File: src/rtl/safe_pkg.sv
// Shared constants for the safe dial datapath.
//   POS_W            width of the dial position
//   SEL_D0..SEL_NONE digit-select encodings driven by the master FSM
//   DIR_CW / DIR_CCW encoding of the 'up' direction flag
//   pos_next()       wrap-around position step
package safe_pkg;

  localparam int POS_W = 6;

  localparam logic [1:0] SEL_D0   = 2'd0;
  localparam logic [1:0] SEL_D1   = 2'd1;
  localparam logic [1:0] SEL_D2   = 2'd2;
  localparam logic [1:0] SEL_NONE = 2'd3;

  localparam logic DIR_CW  = 1'b1;
  localparam logic DIR_CCW = 1'b0;

  // One dial step with wrap in both directions over 0..pos_max.
  function automatic logic [POS_W-1:0] pos_next(input logic [POS_W-1:0] pos,
                                                input logic             cw,
                                                input logic [POS_W-1:0] pos_max);
    logic [POS_W-1:0] nxt;
    if (cw == DIR_CW) nxt = (pos == pos_max) ? '0 : pos + POS_W'(1);
    else              nxt = (pos == '0) ? pos_max : pos - POS_W'(1);
    return nxt;
  endfunction

endpackage

File: src/rtl/safe_dial_if.sv
// Signal bundle between the safe master FSM / encoder pins and the dial datapath.
//   master : drives qa, qb (raw encoder pins), countEn, clrCount, sel, blank
//   slave  : drives cnten, up, dirch, eq, pos, disp_on
// Signalling: there is no valid/ready pair here. Inputs are levels sampled on
// every clk edge; cnten and dirch are single-cycle pulses that the consumer must
// accept in the cycle they are high (no back-pressure exists); up, eq, pos and
// disp_on are registered levels that hold until the next update.
interface safe_dial_if;
  import safe_pkg::*;

  logic             qa;
  logic             qb;
  logic             countEn;
  logic             clrCount;
  logic [1:0]       sel;
  logic             blank;
  logic             cnten;
  logic             up;
  logic             dirch;
  logic             eq;
  logic [POS_W-1:0] pos;
  logic             disp_on;

  modport master (
    output qa, qb, countEn, clrCount, sel, blank,
    input  cnten, up, dirch, eq, pos, disp_on
  );

  modport slave (
    input  qa, qb, countEn, clrCount, sel, blank,
    output cnten, up, dirch, eq, pos, disp_on
  );

endinterface

File: src/rtl/safe_dial_quad_step.sv
// quad_step: turns the asynchronous encoder pins into single-cycle step strobes.
//   clk, rst_n  clock, asynchronous active-low reset
//   i_qa, i_qb  raw quadrature pins
//   o_step      high for one cycle per rising edge of the conditioned qa
//   o_step_cw   direction of that step (conditioned qb low = clockwise)
// Build option SAFE_DIAL_DEBOUNCE_EN inserts a per-pin stability filter of
// DEB_CYC cycles after the synchronizers.
module quad_step #(
  parameter int DEB_CYC = 8
) (
  input  logic clk,
  input  logic rst_n,
  input  logic i_qa,
  input  logic i_qb,
  output logic o_step,
  output logic o_step_cw
);

  // bit 0 = qa, bit 1 = qb
  logic [1:0] w_pin;
  logic [1:0] r_s1;
  logic [1:0] r_s2;
  logic [1:0] w_filt;
  logic       r_qa_d;

  assign w_pin = {i_qb, i_qa};

  always_ff @(posedge clk or negedge rst_n) begin
    if (!rst_n) begin
      r_s1 <= '0;
      r_s2 <= '0;
    end else begin
      r_s1 <= w_pin;
      r_s2 <= r_s1;
    end
  end

`ifdef SAFE_DIAL_DEBOUNCE_EN
  localparam int CNT_W = (DEB_CYC > 1) ? $clog2(DEB_CYC) : 1;

  logic [1:0]       r_filt;
  logic [CNT_W-1:0] r_cnt [2];

  // The filtered level follows the synced pin only after DEB_CYC consecutive
  // samples that disagree with it; any agreeing sample restarts the count.
  always_ff @(posedge clk or negedge rst_n) begin
    if (!rst_n) begin
      r_filt   <= '0;
      r_cnt[0] <= '0;
      r_cnt[1] <= '0;
    end else begin
      for (int i = 0; i < 2; i++) begin
        if (r_s2[i] != r_filt[i]) begin
          if (r_cnt[i] == CNT_W'(DEB_CYC - 1)) begin
            r_filt[i] <= r_s2[i];
            r_cnt[i]  <= '0;
          end else begin
            r_cnt[i]  <= r_cnt[i] + CNT_W'(1);
          end
        end else begin
          r_cnt[i] <= '0;
        end
      end
    end
  end

  assign w_filt = r_filt;
`else
  assign w_filt = r_s2;
`endif

  always_ff @(posedge clk or negedge rst_n) begin
    if (!rst_n) r_qa_d <= 1'b0;
    else        r_qa_d <= w_filt[0];
  end

  assign o_step    = w_filt[0] & ~r_qa_d;
  assign o_step_cw = ~w_filt[1];

endmodule

File: src/rtl/safe_dial.sv
// safe_dial: dial-side datapath feeding the safe master FSM.
//   clk   system clock
//   rst   asynchronous, active-low reset
//   bus   safe_dial_if.slave: qa/qb pins, countEn, clrCount, sel, blank in;
//         cnten, up, dirch, eq, pos, disp_on out
// Tracks the dial position from encoder steps, flags direction reversals and
// compares the position against the combination digit chosen by sel.
// Build option SAFE_DIAL_DEBOUNCE_EN enables the pin debounce filter in quad_step.
module safe_dial
  import safe_pkg::*;
#(
  parameter int DIAL_MAX = 39,
  parameter int CODE0    = 10,
  parameter int CODE1    = 25,
  parameter int CODE2    = 5,
  parameter int DEB_CYC  = 8
) (
  input  logic          clk,
  input  logic          rst,
  safe_dial_if.slave    bus
);

  logic             w_step;
  logic             w_step_cw;
  logic [POS_W-1:0] w_code;
  logic             w_sel_ok;

  logic             r_cnten;
  logic             r_up;
  logic             r_dirch;
  logic             r_eq;
  logic [POS_W-1:0] r_pos;
  logic             r_disp_on;
  logic             r_has_dir;

  quad_step #(
    .DEB_CYC (DEB_CYC)
  ) u_quad_step (
    .clk       (clk),
    .rst_n     (rst),
    .i_qa      (bus.qa),
    .i_qb      (bus.qb),
    .o_step    (w_step),
    .o_step_cw (w_step_cw)
  );

  always_comb begin
    w_code   = '0;
    w_sel_ok = 1'b1;
    case (bus.sel)
      SEL_D0:  w_code = POS_W'(CODE0);
      SEL_D1:  w_code = POS_W'(CODE1);
      SEL_D2:  w_code = POS_W'(CODE2);
      default: w_sel_ok = 1'b0;
    endcase
  end

  always_ff @(posedge clk or negedge rst) begin
    if (!rst) begin
      r_cnten   <= 1'b0;
      r_up      <= DIR_CW;
      r_dirch   <= 1'b0;
      r_eq      <= 1'b0;
      r_pos     <= '0;
      r_disp_on <= 1'b0;
      r_has_dir <= 1'b0;
    end else begin
      // Compare uses the position before any step/clear in this cycle, so on a
      // reversal eq still reports the digit that was dialed.
      r_eq      <= w_sel_ok && (r_pos == w_code);
      r_disp_on <= ~bus.blank;
      if (bus.clrCount) begin
        r_pos     <= '0;
        r_up      <= DIR_CW;
        r_has_dir <= 1'b0;
        r_cnten   <= 1'b0;
        r_dirch   <= 1'b0;
      end else if (w_step) begin
        r_cnten <= 1'b1;
        r_pos   <= pos_next(r_pos, w_step_cw, POS_W'(DIAL_MAX));
        r_up    <= w_step_cw;
        // In free mode reversals are not reported and history is frozen.
        r_dirch <= !bus.countEn && r_has_dir && (w_step_cw != r_up);
        if (!bus.countEn) r_has_dir <= 1'b1;
      end else begin
        r_cnten <= 1'b0;
        r_dirch <= 1'b0;
      end
    end
  end

  assign bus.cnten   = r_cnten;
  assign bus.up      = r_up;
  assign bus.dirch   = r_dirch;
  assign bus.eq      = r_eq;
  assign bus.pos     = r_pos;
  assign bus.disp_on = r_disp_on;

endmodule

File: src/flat_wrapper.sv
// flat-port wrapper written by rule: the top's interface ports become plain ports
module safe_dial_flat import safe_pkg::*;
#(
  parameter int DIAL_MAX = 39,
  parameter int CODE0    = 10,
  parameter int CODE1    = 25,
  parameter int CODE2    = 5,
  parameter int DEB_CYC  = 8
)
  (clk, rst, bus_qa, bus_qb, bus_countEn, bus_clrCount, bus_sel, bus_blank, bus_cnten, bus_up, bus_dirch, bus_eq, bus_pos, bus_disp_on);
  safe_dial_if bus_i ();
  input  logic clk;
  input  logic rst;
  input wire logic [$bits(bus_i.qa)-1:0] bus_qa;
  input wire logic [$bits(bus_i.qb)-1:0] bus_qb;
  input wire logic [$bits(bus_i.countEn)-1:0] bus_countEn;
  input wire logic [$bits(bus_i.clrCount)-1:0] bus_clrCount;
  input wire logic [$bits(bus_i.sel)-1:0] bus_sel;
  input wire logic [$bits(bus_i.blank)-1:0] bus_blank;
  output wire logic [$bits(bus_i.cnten)-1:0] bus_cnten;
  output wire logic [$bits(bus_i.up)-1:0] bus_up;
  output wire logic [$bits(bus_i.dirch)-1:0] bus_dirch;
  output wire logic [$bits(bus_i.eq)-1:0] bus_eq;
  output wire logic [$bits(bus_i.pos)-1:0] bus_pos;
  output wire logic [$bits(bus_i.disp_on)-1:0] bus_disp_on;
  assign bus_i.qa = bus_qa;
  assign bus_i.qb = bus_qb;
  assign bus_i.countEn = bus_countEn;
  assign bus_i.clrCount = bus_clrCount;
  assign bus_i.sel = bus_sel;
  assign bus_i.blank = bus_blank;
  assign bus_cnten = bus_i.cnten;
  assign bus_up = bus_i.up;
  assign bus_dirch = bus_i.dirch;
  assign bus_eq = bus_i.eq;
  assign bus_pos = bus_i.pos;
  assign bus_disp_on = bus_i.disp_on;
  safe_dial #(.DIAL_MAX(DIAL_MAX), .CODE0(CODE0), .CODE1(CODE1), .CODE2(CODE2), .DEB_CYC(DEB_CYC)) u_core (.clk(clk), .rst(rst), .bus(bus_i));
endmodule
File: config.mk
export PLATFORM = sky130hd
export DESIGN_NAME = safe_dial_flat
export DESIGN_NICKNAME = d
export VERILOG_FILES = /design/src/rtl/safe_pkg.sv /design/src/rtl/safe_dial_if.sv /design/src/rtl/safe_dial_quad_step.sv /design/src/rtl/safe_dial.sv /design/src/flat_wrapper.sv
export SDC_FILE = /design/constraint.sdc
export NUM_CORES = 1
export LEC_CHECK = 0
export BUFFER_PORTS_ARGS = -buffer_cell sky130_fd_sc_hd__buf_2
export CAP_MARGIN = 20
export CORE_UTILIZATION = 50
export CTS_BUF_LIST = sky130_fd_sc_hd__clkbuf_8
export CTS_CLUSTER_DIAMETER = 60
export CTS_CLUSTER_SIZE = 25
export DETAILED_ROUTE_END_ITERATION = 10
export GPL_ROUTABILITY_DRIVEN = 0
export PLACE_DENSITY = 0.69
export SETUP_SLACK_MARGIN = 0.3
export SLEW_MARGIN = 20
export SYNTH_ARGS = -nofsm -noshare
export SYNTH_HDL_FRONTEND = slang
export SYNTH_HIERARCHICAL = 1
export SYNTH_SLANG_ARGS = --single-unit
File: constraint.sdc
create_clock -name clk -period 4.45 [get_ports clk]
set_clock_uncertainty 0.15 [all_clocks]
set_input_delay 0.2225 -clock clk [delete_from_list [all_inputs] [get_ports clk]]
set_output_delay 0.2225 -clock clk [all_outputs]
set_load 0.005 [all_outputs]
=== Yosys cells after proc, flatten, opt, wreduce, memory -nomap -nowiden ===
Cells that the tools add are included.

* Register bits after elaboration: 17
* Input port bits: 9
* Output and inout port bits: 11
* Logic and storage cells: 47

* $add $sub $neg: 2
* Eq/ne operators: 6
* Mux-type cells: 16
* Bitwise gates (word level): 4
* Reductions and logical operators: 9

{| class="wikitable"
|+ Operators with widths
! cell !! count
|-
| $mux W6 || 5
|-
| $pmux W5 S3 || 1
|-
| $mux W1 || 10
|-
| $add A6 B1 Y6 const B || 1
|-
| $eq A6 B5 Y1 || 1
|-
| $eq A6 B6 Y1 const B || 1
|-
| $logic_not A6 Y1 || 1
|-
| $sub A6 B1 Y6 const B || 1
|-
| $logic_and A1 B1 Y1 || 3
|-
| $not A1 Y1 || 3
|-
| $reduce_or A3 Y1 || 1
|-
| $eq A2 B1 Y1 const B || 1
|-
| $eq A2 B2 Y1 const B || 1
|-
| $logic_not A2 Y1 || 1
|-
| $ne A2 B1 Y1 const B || 1
|-
| $reduce_and A2 Y1 || 1
|-
| $reduce_bool A2 Y1 || 1
|-
| $and A1 B1 Y1 || 1
|-
| $logic_not A1 Y1 || 1
|-
| $ne A1 B1 Y1 || 1
|}

=== Longest topological paths before layout ===
Gate-level depths: netlist of run 1.

* Depth after elaboration: 5
* Depth in mapped cells: 7

=== Cells and area by module ===
The synthesis of run 1 kept the hierarchy.

{| class="wikitable"
|+ Modules (own cells, without submodules)
! module !! times used !! cells each !! area an instance (sq um) !! sequential area each (sq um)
|-
| safe_dial || 1 || 100 || 872.1 || 301.5
|-
| quad_step || 1 || 7 || 142.6 || 125.1
|}

=== Worst setup path before layout of run 1 ===
OpenSTA, ideal clock, no wires.

* Path type: register to register
* From: register u_core.r_pos[1] (netlist: u_core/bus.pos[1])
* To: register u_core.r_pos[3] (netlist: u_core/bus.pos[3])
* Setup time: 0.135 ns
* Arrival: 1.516 ns
* Required time: 4.165 ns
* Path slack: 2.649 ns
* Stages on the path, launching flop included: 7
* Clock period less this slack: 1.801 ns
* Cells stage by stage: dfrtp_1 > clkbuf_2 > inv_1 > ha_1 > or4b_4 > o2111ai_1 > a31oi_1

* Cells in the longest elaborated chain, start to end: 5
* Elaborated cells between the ends (all ways): 9

{| class="wikitable"
|+ RTL lines
! what !! line !! RTL
|-
| from (decl) || safe_dial.sv:32 || <nowiki>logic [POS_W-1:0] r_pos;</nowiki>
|-
| from (signal assigned) || safe_dial.sv:80 || <nowiki>r_pos <= pos_next(r_pos, w_step_cw, POS_W'(DIAL_MAX));</nowiki>
|-
| $add A6 B1 Y6, or another cell as far along || safe_pkg.sv:23 || <nowiki>if (cw == DIR_CW) nxt = (pos == pos_max) ? '0 : pos + POS_W'(1);</nowiki>
|-
| $mux W6 (on tied branches) || safe_pkg.sv:23, safe_pkg.sv:24 ||
|-
| $mux W6 (*) || safe_pkg.sv:23 ||
|-
| $mux W6 (*) || safe_dial.sv:78 || <nowiki>end else if (w_step) begin</nowiki>
|-
| $mux W6 (*) || safe_dial.sv:72 || <nowiki>if (bus.clrCount) begin</nowiki>
|}

Mark *: on every way between the ends. The rest lies on a longest branch, timed or not. The select of a mux whose other input is x is not followed.
A chain may end at the register's enable or synchronous reset.

=== Worst setup path after layout of run 1 ===
* From: register u_core.r_pos[0] (netlist: u_core/bus.pos[0])
* To: register u_core.r_pos[0] (netlist: u_core/bus.pos[0])

Same word-level chain as after synthesis.

==> results of run 1 <==
==> sequential cells by signal (all words and copies together) (netlist names) <==
signal	count
u_core/u_quad_step/r_s2	2
u_core/bus.up	1
u_core/bus.eq	1
u_core/r_has_dir	1
u_core/u_quad_step/r_s1	2
u_core/bus.dirch	1
u_core/bus.pos	6
u_core/bus.cnten	1
u_core/bus.disp_on	1
u_core/u_quad_step/r_qa_d	1
==> metal layers <==
layer,track usage (%),vias to the layer above
li1,-,412
met1,30.0,406
met5,0,-
met4,8.57,0
met2,37.2,35
met3,4.62,4
==> area by class of cell <==
class	instances	area, µm²	area share (%)
flip-flops and latches	17	427	35.9
clock inverters	1	5.00	0.421
clock buffers	3	41.3	3.48
inverters	10	37.5	3.16
well taps	25	31.3	2.63
repair buffers	23	135	11.4
multi-input cells	73	510	43.0
==> cells in the mapped netlist (3+ instances only) <==
library cell  number  area, µm²
dfrtp_1           16        400
a21oi_1           11       55.1
inv_1             10       37.5
nor2_1             9       33.8
ha_1               7       87.6
nand2_1            7       26.3
buf_2              4       20.0
a31oi_1            3       18.8
nor3_1             3       15.0
xnor2_1            3       26.3
xor2_1             3       26.3
==> cell families after synthesis <==
group	share of synthesized area, %
flops	42.0
buf+inv	7.64
mux	1.97
compound gates	16.0
xor+xnor	5.18
fa+ha+maj	8.63
simple gates	18.5
==> metrics by stage <==
stage               instances  power (W)  area [µm²]
finish                    152   0.000370        1190
global route              152   0.000390        1190
CTS                       152   0.000372        1190
detailed placement        144   0.000253        1100
global placement          144   0.000251        1100
floorplan                 107   0.000231        1010
==> where the power goes <==
part,total (W),internal (W),switching (W)
registers,0.000177,0.000164,0.0000134
logic,0.0000779,0.0000362,0.0000416
clock network,0.000115,0.0000621,0.0000528
total,0.000370,0.000262,0.000108
==> timing repair <==
action	in CTS	in global routing
setup endpoints to repair	0	0
hold endpoints to repair	19	0
buffers inserted	0	0
hold buffers	4	0
resized for setup	0	0
==> worst max-delay path: stages, from the launching register on <==
cell	delay, ns
dfrtp_1	0.46
inv_1	0.17
ha_1	0.21
or4b_4	0.50
nor3_2	0.14
o21bai_1	0.08
a21oi_1	0.15
==> worst paths after layout <==
check | depth (start not counted) | startpoint | to | slack (ns)
setup / recovery | 6 | u_core/bus.pos[0] | u_core/bus.pos[0] | 2.51
hold / removal | 3 | bus_countEn | u_core/bus.dirch | 0.1
setup reg to reg | 6 | u_core/bus.pos[0] | u_core/bus.pos[0] | 2.51
hold reg to reg | 0 | u_core/u_quad_step/r_s1[1] | u_core/u_quad_step/r_s2[1] | 0.20
max in group asynchronous | 2 | rst | u_core/bus.up | 3.58
min in group asynchronous | 2 | rst | u_core/bus.dirch | 0.26
==> flow_metrics.py, run 1 <==
metrics = {
    "outcome": {
        "status": "finished, final reports clean",
    },
    "synthesis": {
        "syn_area_mm2": 0.00101,
        "ys_ff_latch": 17,
        "ys.warnings.count": 6,
        "synth_cells": 107,
        "syn_area_per_cell_um2": 9.48,
        "synth_edf_count": 0,
        "synth_flop_cell": "dfrtp_1",
        "async_reset_ff_share_pct": 100,
        "synth_seq_area_share_pct": 42.0,
        "yosysUniqueCellTypes": 37,
        "synthesis.nets": 123,
    },
    "detailed_routing": {
        "drtIter0Drc": 19,
        "vias": 857,
        "met1_length_um": 980,
        "totalWireLength_um": 2160,
        "routed-wl-met2_um": 1000,
        "routed_via_density": 5.64,
        "routedWlPerCell_um": 14.2,
        "wl_met3_um": 144,
        "drtAntennaViolNets": 0,
        "topRoutingLayerUsed": "met4",
        "first_pass_iters": 4,
        "drcViolationCount": 0,
    },
    "timing": {
        "fin_crit_ns": 1.94,
        "finalHoldViolCount": 0,
        "rsz0062_at_grt": "false",
        "setup_viol": 0,
        "finalSetupTns_ns": 0,
        "period_share_pct": 43.5,
        "holdWs_ns": 0.0951,
        "setup_slack_ns": 2.51,
        "tightest_slew_ns": 0.529,
        "fmax_mhz": 516,
        "drv_slew": 0,
        "slew_headroom_pct": 64.7,
    },
    "floorplanning": {
        "core-area_mm2": 0.00182,
        "floorplan.initialDensity_pct": 55.7,
        "die_area_mm2": 0.00221,
        "die_w_um": 47.1,
        "std_cell_rows": 15,
        "ios": 20,
        "die-height_um": 47.1,
    },
    "clocking": {
        "cts.clk_slew.worst_paths_ns": 0.07,
        "clock-sinks": 17,
        "htreeDepth": 1,
        "clock_path_buffers": 2,
        "cts_root_buffer": "clkbuf_8",
        "cts_made_buffers": 3,
        "clk-insertion-delay-late_ns": 0.25,
        "cts_tree": "built",
    },
    "placement": {
        "dp_hpwl_um": 1450,
        "portBuffers": 19,
        "dp_slack_ns": 2.57,
    },
    "setup_path": {
        "arrival_ns": 1.96,
        "worst-path-max-fanout": 7,
        "endpoint_kind": "register",
        "critPathRequiredTime_ns": 4.48,
        "start_kind": "register",
        "worst-setup-path-type": "reg -> reg",
    },
    "global_route": {
        "grtUsageTotal_pct": 22.8,
        "overflow": 0,
        "antenna_found_initial": 0,
        "grt_start_max_net_pins": 18,
        "grt_pass1_wl_um": 3440,
        "grt_pass1_vias": 750,
    },
    "finish": {
        "syn2layout_area_growth_pct": 17.0,
        "drive_gt1_share_pct": 23.6,
        "fillers": 162,
        "final_common_cell": "buf_2",
        "antenna-diode-count": 0,
        "final_cell_mix": "buf_2 (19), dfrtp_1 (16), a21oi_1 (11)",
        "utilization_pct": 65.2,
        "final_nets": 144,
    },
    "hold_path": {
        "hold_class": "in -> reg",
    },
    "power": {
        "vdd_drop_max_mv": 0.275,
        "power_leakage_nw": 0.586,
        "p_per_area_mw_per_mm2": 312,
    },
    "run": {
        "drv_cap": 0,
    },
}
Power figures use the tool's default switching activity.
==> run 2: changes to the inputs <==
Clock period 4.45 ns to 1.8 ns, I/O delays scaled along.
==> run 2 against run 1 <==
Against the previous run: total power grew to 2.7 times the previous value; critical path depth fell by 1; utilization increased by 11 points; hold slack worse by 0.054 ns; die area unchanged; combinational power grew to 3.6 times the previous value; clock-buffer cell count unchanged; non-clock buffer count is 19 higher; register-to-register slack got worse by 2.4 ns; wire length increased by 14%; sequential share of layout area shrank 5.2 points; sequential power rose by 140%; largest cell class unchanged.
==> flow_metrics.py, run 2 (synthesis gave the netlist of run 1 again) <==
metrics = {
    "outcome": {
        "status": "finished, final reports clean",
    },
    "setup_path": {
        "critPathRequiredTime_ns": 1.78,
        "ff2ff_path_depth": 5,
        "worst-setup-path-type": "reg -> reg",
        "worst-path-max-fanout": 3,
        "start_kind": "register",
        "arrival_ns": 1.67,
        "endpoint_kind": "register",
    },
    "placement": {
        "dp_hpwl_um": 1670,
        "portBuffers": 19,
    },
    "floorplanning": {
        "die_w_um": 47.1,
        "std_cell_rows": 15,
        "floorplan.initialDensity_pct": 55.7,
        "die-height_um": 47.1,
        "ios": 20,
        "die_area_mm2": 0.00221,
        "core-area_mm2": 0.00182,
    },
    "detailed_routing": {
        "vias": 961,
        "routed_via_density": 5.62,
        "first_pass_iters": 4,
        "totalWireLength_um": 2450,
        "drcViolationCount": 0,
        "drtAntennaViolNets": 0,
        "drtIter0Drc": 45,
        "routedWlPerCell_um": 14.3,
    },
    "power": {
        "power_leakage_nw": 0.671,
        "power.total_w": 0.000988,
        "vdd_drop_max_mv": 0.507,
        "p_per_area_mw_per_mm2": 711,
    },
    "global_route": {
        "overflow": 0,
        "grt_start_max_net_pins": 18,
        "grt_pass1_vias": 886,
        "antenna_found_initial": 0,
        "grt_pass1_wl_um": 3970,
        "grtUsageTotal_pct": 26.3,
    },
    "finish": {
        "largest_reg_flops": 6,
        "final_nets": 163,
        "antenna-diode-count": 0,
        "utilization_pct": 76.4,
        "syn2layout_area_growth_pct": 37.0,
        "final_cell_mix": "buf_2 (19), buf_4 (16), dfrtp_1 (16)",
        "fillers": 134,
        "seq_area_um2": 427,
        "drive_gt1_share_pct": 38.4,
        "final_common_cell": "buf_2",
        "multiInputGateArea_um2": 553,
    },
    "timing": {
        "holdWs_ns": 0.0407,
        "tightest_slew_ns": 0.387,
        "drv_slew": 0,
        "fin_crit_ns": 1.70,
        "rsz0062_at_grt": "true",
        "finalSetupTns_ns": 0,
        "slew_headroom_pct": 74.2,
        "setup_viol": 0,
        "finalHoldViolCount": 0,
        "fmax_mhz": 590,
        "period_share_pct": 94.2,
    },
    "hold_path": {
        "hold_class": "in -> reg",
        "hold_depth": 3,
    },
    "clocking": {
        "clock-sinks": 17,
        "cts_tree": "built",
        "clock_path_buffers": 2,
        "htreeDepth": 1,
        "cts_root_buffer": "clkbuf_8",
        "cts.clk_slew.worst_paths_ns": 0.07,
        "cts_made_buffers": 3,
        "clk-insertion-delay-late_ns": 0.25,
    },
    "run": {
        "drv_cap": 0,
    },
}
## run 2: cell count changes in the layout (fill, tap and decap cells not counted), sizes merged
cell and change:
clkinv -1, inv -1, dlygate4sd3 +2, buf +17, clkinvlp +2
## run 2: per-stage QoR
step / instance area [µm²] / std cells / worst slack [ns]
after floorplan: 1040 / 107 / 0.0498
after global placement: 1200 / 154 / 0.0854
after detailed placement: 1200 / 154 / 0.0780
after CTS: 1350 / 168 / 0.124
after global routing: 1390 / 171 / 0.0147
final: 1390 / 171 / 0.104
## run 2: where the power goes
part | switching (W) | internal [W] | leakage [nW]
logic | 0.000141 | 0.000136 | 0.433
registers | 0.0000172 | 0.000405 | 0.216
clock network | 0.000133 | 0.000156 | 0.0217
total | 0.000291 | 0.000697 | 0.671
## run 2: layout make-up
type / count / share of cell area (%)
Sequential cell: 17 / 30.7
Tap cell: 25 / 2.25
Timing Repair Buffer: 42 / 20.6
Inverter: 10 / 3.15
Clock inverter: 1 / 0.540
Clock buffer: 3 / 2.97
Multi-Input combinational cell: 73 / 39.8
## run 2: final timing paths
check                                           startpoint                          to  slack, ns
worst max-delay path                     u_core/bus.pos[1]           u_core/bus.pos[3]       0.10
worst max register to register           u_core/bus.pos[1]           u_core/bus.pos[3]       0.10
min in group asynchronous                              rst            u_core/bus.cnten       0.14
worst min register to register  u_core/u_quad_step/r_s1[1]  u_core/u_quad_step/r_s2[1]       0.20
worst min-delay path                            bus_sel[1]               u_core/bus.eq       0.04
max in group asynchronous                              rst               u_core/bus.up       1.04
## run 2: critical path, cell delays in order, from the launching register on
cell,delay (ns)
dfrtp_1,0.41
inv_4,0.07
ha_4,0.13
or4b_4,0.50
o2111ai_2,0.20
a31oi_1,0.09
## run 2: metal layers
| metal | part of all wire (%) | routed length (µm) | track usage [%] | up-vias |
|---|---|---|---|---|
| met5 | 0 | 0 | 0 | - |
| met4 | 0.98 | 24 | 8.00 | 0 |
| met3 | 7.8 | 190 | 8.85 | 4 |
| met2 | 50 | 1230 | 42.5 | 45 |
| met1 | 41 | 999 | 33.3 | 455 |
| li1 | - | - | - | 457 |
## run 2: repair_timing
item                                   4_1_cts  5_1_grt
resized for setup                            3        4
buffers inserted                             4        3
hold buffers                                 6        0
endpoints found under the hold margin       27        0
setup endpoints to repair                    6        7
pin swaps                                    3        1
